[config.mk]
export PLATFORM = sky130hd
export DESIGN_NAME = rice_bit_packer_flat
export DESIGN_NICKNAME = d
export VERILOG_FILES = /design/src/rtl/rice_bit_packer_if.sv /design/src/rtl/rice_bit_packer.sv /design/src/flat_wrapper.sv
export SDC_FILE = /design/constraint.sdc
export NUM_CORES = 1
export LEC_CHECK = 0
export CAP_MARGIN = 20
export CORE_ASPECT_RATIO = 1.75
export CORE_UTILIZATION = 40
export CTS_CLUSTER_DIAMETER = 120
export CTS_CLUSTER_SIZE = 14
export DETAILED_ROUTE_END_ITERATION = 8
export PLACE_DENSITY = 0.69
export SLEW_MARGIN = 20
export SYNTH_ARGS = -nofsm -noshare
export SYNTH_HDL_FRONTEND = slang
export SYNTH_SLANG_ARGS = --single-unit
[constraint.sdc]
create_clock -name iClock -period 3.4 [get_ports iClock]
set_input_delay 1.02 -clock iClock [delete_from_list [all_inputs] [get_ports iClock]]
set_output_delay 1.02 -clock iClock [all_outputs]
set_load 0.01 [all_outputs]
[src/rtl/rice_bit_packer_if.sv]
// Handshake bundle between the Rice encoder, the bit packer and the word consumer.
// The encoder side drives codes and flush requests; the packer drives ready and output words.
interface rice_bit_packer_if;
    logic        iValid;
    logic [15:0] iMSB;
    logic [15:0] iLSB;
    logic [3:0]  iRiceParam;
    logic        iFlush;
    logic        oReady;
    logic [15:0] oWord;
    logic        oWordValid;
    logic        oFlushDone;

    modport master (
        output iValid, iMSB, iLSB, iRiceParam, iFlush,
        input  oReady, oWord, oWordValid, oFlushDone
    );

    modport slave (
        input  iValid, iMSB, iLSB, iRiceParam, iFlush,
        output oReady, oWord, oWordValid, oFlushDone
    );
endinterface

[src/rtl/rice_bit_packer.sv]
// Expands Rice codes (unary zeros + binary field) into a big-endian, MSB-first
// 16-bit word stream, with a zero-padded flush of the partial word.
module rice_bit_packer (
    input  logic             iClock,
    input  logic             iReset,
    rice_bit_packer_if.slave bus
);

    typedef enum logic [1:0] {IDLE, UNARY, BINARY, FLUSH} state_t;

    state_t      state;
    logic [31:0] acc;
    logic [4:0]  fill;
    logic [15:0] zr;
    logic [15:0] bin;
    logic [4:0]  blen;
    logic        flush_pend;
    logic [15:0] word_q;
    logic        word_valid_q;
    logic        flush_done_q;

    logic [4:0]  n_zero;
    logic [15:0] bin_al;
    logic [31:0] merged;
    logic [4:0]  fill_sum;

    // Bits of acc below the fill point are always zero, so appending is a plain OR
    // and appending zeros only moves the fill pointer.
    always_comb begin
        n_zero   = (zr[15:4] != 12'd0) ? 5'd16 : {1'b0, zr[3:0]};
        bin_al   = bin << (5'd16 - blen);
        merged   = acc;
        fill_sum = fill;
        if (state == UNARY) begin
            fill_sum = fill + n_zero;
        end else if (state == BINARY) begin
            merged   = acc | ({bin_al, 16'h0000} >> fill);
            fill_sum = fill + blen;
        end
    end

    // NOTE: all state below is updated with non-blocking assignments so every
    // register sees the pre-edge values of the others, exactly like the hardware.
    always_ff @(posedge iClock or negedge iReset) begin
        if (!iReset) begin
            state        <= IDLE;
            acc          <= 32'h0;
            fill         <= 5'd0;
            zr           <= 16'h0;
            bin          <= 16'h0;
            blen         <= 5'd1;
            flush_pend   <= 1'b0;
            word_q       <= 16'h0;
            word_valid_q <= 1'b0;
            flush_done_q <= 1'b0;
        end else begin
            word_valid_q <= 1'b0;
            flush_done_q <= 1'b0;
            unique case (state)
                IDLE: begin
                    if (bus.iValid) begin
                        zr         <= bus.iMSB;
                        bin        <= bus.iLSB;
                        blen       <= {1'b0, bus.iRiceParam} + 5'd1;
                        flush_pend <= bus.iFlush;
                        state      <= (bus.iMSB != 16'h0) ? UNARY : BINARY;
                    end else if (bus.iFlush) begin
                        state <= FLUSH;
                    end
                end

                UNARY, BINARY: begin
                    // fill never exceeds 31, so bit 4 alone flags a completed word.
                    if (fill_sum[4]) begin
                        word_q       <= merged[31:16];
                        word_valid_q <= 1'b1;
                        acc          <= {merged[15:0], 16'h0000};
                        fill         <= {1'b0, fill_sum[3:0]};
                    end else begin
                        acc  <= merged;
                        fill <= fill_sum;
                    end
                    if (state == UNARY) begin
                        zr <= zr - {11'd0, n_zero};
                        if (zr == {11'd0, n_zero}) begin
                            state <= BINARY;
                        end
                    end else begin
                        state <= flush_pend ? FLUSH : IDLE;
                    end
                end

                FLUSH: begin
                    if (fill != 5'd0) begin
                        word_q       <= acc[31:16];
                        word_valid_q <= 1'b1;
                    end
                    acc          <= 32'h0;
                    fill         <= 5'd0;
                    flush_pend   <= 1'b0;
                    flush_done_q <= 1'b1;
                    state        <= IDLE;
                end

                default: state <= IDLE;
            endcase
        end
    end

    assign bus.oReady     = (state == IDLE);
    assign bus.oWord      = word_q;
    assign bus.oWordValid = word_valid_q;
    assign bus.oFlushDone = flush_done_q;

endmodule

[src/flat_wrapper.sv]
// flat-port wrapper written by rule: the top's interface ports become plain ports
module rice_bit_packer_flat 
  (iClock, iReset, bus_iValid, bus_iMSB, bus_iLSB, bus_iRiceParam, bus_iFlush, bus_oReady, bus_oWord, bus_oWordValid, bus_oFlushDone);
  rice_bit_packer_if bus_i ();
  input  logic iClock;
  input  logic iReset;
  input wire logic [$bits(bus_i.iValid)-1:0] bus_iValid;
  input wire logic [$bits(bus_i.iMSB)-1:0] bus_iMSB;
  input wire logic [$bits(bus_i.iLSB)-1:0] bus_iLSB;
  input wire logic [$bits(bus_i.iRiceParam)-1:0] bus_iRiceParam;
  input wire logic [$bits(bus_i.iFlush)-1:0] bus_iFlush;
  output wire logic [$bits(bus_i.oReady)-1:0] bus_oReady;
  output wire logic [$bits(bus_i.oWord)-1:0] bus_oWord;
  output wire logic [$bits(bus_i.oWordValid)-1:0] bus_oWordValid;
  output wire logic [$bits(bus_i.oFlushDone)-1:0] bus_oFlushDone;
  assign bus_i.iValid = bus_iValid;
  assign bus_i.iMSB = bus_iMSB;
  assign bus_i.iLSB = bus_iLSB;
  assign bus_i.iRiceParam = bus_iRiceParam;
  assign bus_i.iFlush = bus_iFlush;
  assign bus_oReady = bus_i.oReady;
  assign bus_oWord = bus_i.oWord;
  assign bus_oWordValid = bus_i.oWordValid;
  assign bus_oFlushDone = bus_i.oFlushDone;
  rice_bit_packer u_core (.iClock(iClock), .iReset(iReset), .bus(bus_i));
endmodule
## Word-level counts from Yosys, hierarchy flattened

Index checks and enable logic that the tools add are counted.

- Bitwise operators: 1
- Add/subtract/negate cells: 5
- Shifts and indexed selects: 2
- Equal/unequal tests: 11
- Reduce and logical (&&, ||, !) cells: 14
- Multiplexer cells: 27

Operator list:

| kind | number |
|---|---|
| $mux W32 | 3 |
| $mux W16 | 4 |
| $pmux W16 S2 | 2 |
| $pmux W32 S2 | 1 |
| $or A32 B32 Y32 | 1 |
| $shr A32 B5 Y32 | 1 |
| $eq A16 B5 Y1 | 1 |
| $reduce_bool A16 Y1 | 1 |
| $shl A16 B5 Y16 | 1 |
| $sub A16 B5 Y16 | 1 |
| $mux W5 | 3 |
| $mux W2 | 6 |
| $reduce_bool A12 Y1 | 1 |
| $add A5 B5 Y5 | 2 |
| $pmux W5 S2 | 1 |
| $reduce_and A2 Y1 | 4 |
| $ne A2 B1 Y1 const B | 3 |
| $ne A3 B3 Y1 const B | 2 |
| $pmux W2 S3 | 1 |
| $reduce_and A3 Y1 | 2 |
| $reduce_bool A2 Y1 | 3 |
| $add A4 B1 Y5 const B | 1 |
| $reduce_bool A5 Y1 | 1 |
| $sub A5 B5 Y5 const A | 1 |
| 8 further kinds | 13 |

- Output and inout port bits: 19
- Bits in registers: 95

## Logic depth before layout (Yosys ltp)

- Depth after elaboration: 8
- Depth in mapped cells: 17
- Mapped depth without buffers: 14

## Least setup slack after synthesis

Ideal clock, no wire load.

- Path type: register -> register
- From: register u_core.zr[9]
- To: register u_core.word_q[6], in the netlist u_core.bus.oWord[6]
- Stages on the path, launching flop included: 18
- Period minus slack after synthesis: 3.756 ns
- Data arrival time: 3.660 ns
- Setup time: 0.095 ns
- Slack: -0.356 ns
- Path through: dfrtp_1 -> or4_1 -> or4_1 -> clkbuf_1 -> inv_1 -> and2_1 -> ha_1 -> fa_1 -> a21o_1 -> a21oi_1 -> xnor2_1 -> nand2_1 -> nand2_1 -> o21ai_1 -> clkbuf_1 -> clkbuf_1 -> nand2_1 -> o31ai_1

- Word-level cells in the longest chain between the ends: 6

Ends and longest elaborated chain:

| item | line | text |
|---|---|---|
| start: declaration | rice_bit_packer.sv:14 | `logic [15:0] zr;` |
| start signal: assignment | rice_bit_packer.sv:62 | `zr <= bus.iMSB;` |
| start signal: assignment | rice_bit_packer.sv:84 | `zr <= zr - {11'd0, n_zero};` |
| $reduce_bool A12 Y1 | rice_bit_packer.sv:30 | `n_zero = (zr[15:4] != 12'd0) ? 5'd16 : {1'b0, zr[3:0]};` |
| $mux W5 | rice_bit_packer.sv:30 |  |
| $add A5 B5 Y5 | rice_bit_packer.sv:35 | `fill_sum = fill + n_zero;` |
| $mux W5 | rice_bit_packer.sv:34 | `if (state == UNARY) begin` |
| $ne A2 B1 Y1 (no line) | - |  |
| $reduce_and A3 Y1 (no line) | - |  |
| end signal: assignment | rice_bit_packer.sv:75 | `word_q <= merged[31:16];` |
| end signal: assignment | rice_bit_packer.sv:95 | `word_q <= acc[31:16];` |
| end: declaration | rice_bit_packer.sv:18 | `logic [15:0] word_q;` |

Every way passes these cells.
A chain may end at the register's enable or synchronous reset.

## Worst setup path after layout

- From: register u_core.zr[4]
- To: register u_core.word_q[9], in the netlist u_core.bus.oWord[9]

The elaborated chain is that of the path after synthesis.

==> summary.md <==
| Metric | Value |
|---|---|
| Initial DRT Pass Iterations | 5 |
| CTS Buffer Depth | 2 |
| Largest net degree at the start of global routing | 49 |
| Dominant cell type by area after synthesis | dfrtp_1 |
| Multi-input logic area | 0.00451 mm² |
| Post-Place Worst Slack | -0.0624 ns |
| First-pass GRT wire length | 33.0 mm |
| Worst-path cell chain | or4_4 -> or4_4 -> inv_4 -> and2_4 -> ha_4 -> fa_2 -> a21o_1 -> a21oi_2 -> xnor2_1 -> nand2_2 -> nand2_4 -> o21ai_4 -> buf_12 -> buf_12 -> mux2i_1 |
| # rows | 62 |
| Cell Pwr Density | 1260 mW/mm² |
| CP delay by family, top | simple AND/OR/NAND/NOR gates |
| Synth unique cells | 79 |
| H-tree Lvls | 3 |
| CTS tree | done |
| Met2 usage | 42.8% |
| Post-Syn Area | 0.00674 mm² |
| I/O pins | 59 |
| Buf+Inv Stages, Crit Path | 3 |
| Synth area leaders | dfrtp_1, mux2_2, nor2_1 |
| CTS sink count | 93 |
| Run status | finished, violations left |
| Post-Syn Instances | 768 |
| Hpwl dp | 15.4 mm |
| Antenna viol nets, final | 0 |
| Met3 usage | 2.86% |
| Max Transition Viols Final | 0 |
| Grt peak-use layer | met2 |
| Area Overhead vs Synth | 31.7% |
| Crit Path Max Fanout | 10 |
| Fin Setup TNS | -0.0534 ns |
| Final period util | 101% |
| Final Worst Setup Slack | -0.0260 ns |
| Die Height | 174 µm |
| Vias in the first global route | 6,498 |
| Worst hold path class | reg2reg |
| Ys async rst share | 100% |
| Vias per inst | 6.04 |
| Max-Slew Margin vs Limit | 41.0% |
| DRT Wirelength | 20.9 mm |
| Mapped Nets | 827 |
| Crit path time final | 3.43 ns |
| Overflow after GRT | 0 |
| Starting Density | 41.0% |
| CP required | 3.68 ns |
| Antenna diodes | 0 |
| Clk_skew | 0.0102 ns |
| Routability congestion estimate | 0.985 |
| Worst setup EP type | flop |
| Max incr delay on CP | 0.55 ns |
| Reg area | 0.00233 mm² |
| EDFF count, synth | 0 |
| Startpoint types | flop |
| CP max stage cell | or4_4 |
| Total track usage | 24.1% |
| Routed via count | 6,637 |
| Register area share after synthesis | 34.5% |
| DRC violations left | 0 |
| Final setup violation count | 3 |
| Yosys top cell area share | 34.1% |
| CTS Root Buffer Type | clkbuf_16 |
| DR WL/cell | 19.1 µm |
| Synthesis-stage register bit count | 93 |
| Clock slew at reported path FFs | 0.07 ns |
| Area of the core | 0.0164 mm² |
| Die W | 100 µm |
| Crit Path Category | reg2reg |
| LEAKAGE | 0.00367 µW |
| Fmax | 292 MHz |
| Max-cap viol count | 0 |
| Total CTS buffers | 9 |
| Synth Flop Type | dfrtp_1 |
| Layout cells sized above 1 | 26.4% |
| Ys Warns | 0 |
| Failing checks | negative setup slack |
| Max IR drop VDD | 525 µV |
| Initial antenna violation count | 0 |
| Crit path arrival time | 3.70 ns |
| Die area | 0.0174 mm² |
| Grt met1 use | 26.7% |
| Syn avg cell area | 8.78 µm² |
| Slew of the pin with the lowest slew margin | 0.885 ns |
| Final hold vios | 0 |
| Starting DRT DRC Count | 511 |
| Post-layout nets | 929 |
| Number of I/O port buffers | 58 |
| RSZ-0062 raised after global routing | yes |
| FILL cells | 1,528 |
| Worst skew pair latency | 0.36 ns |
metal layers:
metal,part of all wire (%),vias to the layer above
li1,-,3099
met1,36,3208
met2,53,250
met3,4.2,80
met4,6.2,0
met5,0,-
final cells by class:
type | count | share of cell area [%]
clock buffers | 9 | 2.54
repair buffers | 142 | 15.1
well taps | 224 | 3.15
multi-input cells | 602 | 50.7
inverters | 22 | 0.958
clock inverters | 7 | 1.35
flip-flops and latches | 93 | 26.2
stage by stage:
step | total power, µW | hold slack (ns) | std cells | area (µm²) | util (%)
3_3_place_gp | 8710 | 0.465 | 1070 | 8030 | 48.9
3_5_place_dp | 8800 | 0.470 | 1070 | 8030 | 48.9
4_1_cts | 10100 | 0.485 | 1088 | 8400 | 51.1
6_report | 11200 | 0.479 | 1099 | 8880 | 54.0
5_1_grt | 11800 | 0.510 | 1099 | 8880 | 54.0
2_1_floorplan | 6510 | 0.453 | 768 | 6840 | -
cells in the final DEF, fill, tap and decap left out, types with 7 or more instances in the layout:
cell and instances:
dfrtp_1 92, buf_4 73, nor2_1 70, nand2_1 63, clkdlybuf4s50_1 57, o21ai_0 50, a21oi_1 50, mux2_2 33
nor3_1 24, inv_1 17, nand3_1 16, mux2i_1 15, ha_1 13, mux4_2 12, clkbuf_16 12, o22ai_1 11
a211oi_1 10, nand2b_1 9, nor4_1 9, o211ai_1 9, a31oi_1 8, a21o_1 7, o21ai_1 7
worst min-delay path: stages (launching register included):
cell and delay, ns:
dfrtp_1 0.34, nand2_1 0.05, o21ai_0 0.05
sequential cells by signal, indices dropped and copies added, names as in the netlist:
signal,count
u_core.bus.oWord,16
u_core.bus.oFlushDone,1
u_core.blen,5
u_core.fill,4
u_core.bus.oWordValid,1
u_core.bin,16
u_core.state,2
u_core.flush_pend,1
u_core.zr,16
u_core.acc,31
cell families (layout without fill, tap and decap cells):
logic type	after synthesis	count (layout)	share of synthesized area, %
and+or+nand+nor	253	253	17.8
xor gates and xnor gates	9	9	1.28
adders and majority gates	19	19	3.75
buffers and inverters	73	180	4.23
AOI/OAI and AO/OA	253	253	25.5
other	1	1	0.0556
DFF	93	93	34.5
muxes	67	67	12.9
power by group:
group          switching [µW]  leakage (µW)  internal (µW)  total (µW)
clock network             471      0.000166            723        1190
registers                 376       0.00120           1520        1890
logic                    4340       0.00231           3750        8090
total                    5190       0.00367           5990       11200
synthesized netlist by cell type, types with 6 or more instances:
| cell | count |
|---|---|
| a211oi_1 | 10 |
| a21o_1 | 7 |
| a21oi_1 | 52 |
| a221oi_1 | 6 |
| a22oi_1 | 7 |
| a2bb2oi_1 | 6 |
| a31oi_1 | 9 |
| and2_1 | 12 |
| buf_2 | 8 |
| clkbuf_1 | 39 |
| dfrtp_1 | 92 |
| ha_1 | 17 |
| inv_1 | 18 |
| mux2_2 | 37 |
| mux2i_1 | 18 |
| mux4_2 | 12 |
| nand2_1 | 71 |
| nand2b_1 | 10 |
| nand3_1 | 17 |
| nor2_1 | 74 |
| nor3_1 | 28 |
| nor4_1 | 10 |
| o211ai_1 | 9 |
| o21a_1 | 6 |
| o21ai_0 | 55 |
| o21ai_1 | 6 |
| o22ai_1 | 12 |
| o31ai_1 | 8 |
timing repair:
item	4_1_cts	5_1_grt
hold buffers	0	0
hold endpoints to repair	0	0
gates cloned	0	4
setup endpoints to repair	8	43
buffers inserted	2	8
gates resized for setup	4	76
pin swaps	2	25
final timing paths:
check	to	slack [ns]	from	cells after the start
setup reg to reg	u_core.bus.oWord[9]$_DFFE_PN0P_	-0.03	u_core.zr[4]$_DFFE_PN0P_	15
setup / recovery	u_core.bus.oWord[9]$_DFFE_PN0P_	-0.03	u_core.zr[4]$_DFFE_PN0P_	15
max in group asynchronous	u_core.acc[22]$_DFFE_PN0P_	2.05	iReset	2
min in group asynchronous	u_core.bin[6]$_DFFE_PN0P_	0.66	iReset	1
hold / removal	u_core.bus.oWord[15]$_DFFE_PN0P_	0.48	u_core.bus.oWord[15]$_DFFE_PN0P_	2
hold reg to reg	u_core.bus.oWord[15]$_DFFE_PN0P_	0.48	u_core.bus.oWord[15]$_DFFE_PN0P_	2
Power figures use the tool's default switching activity.
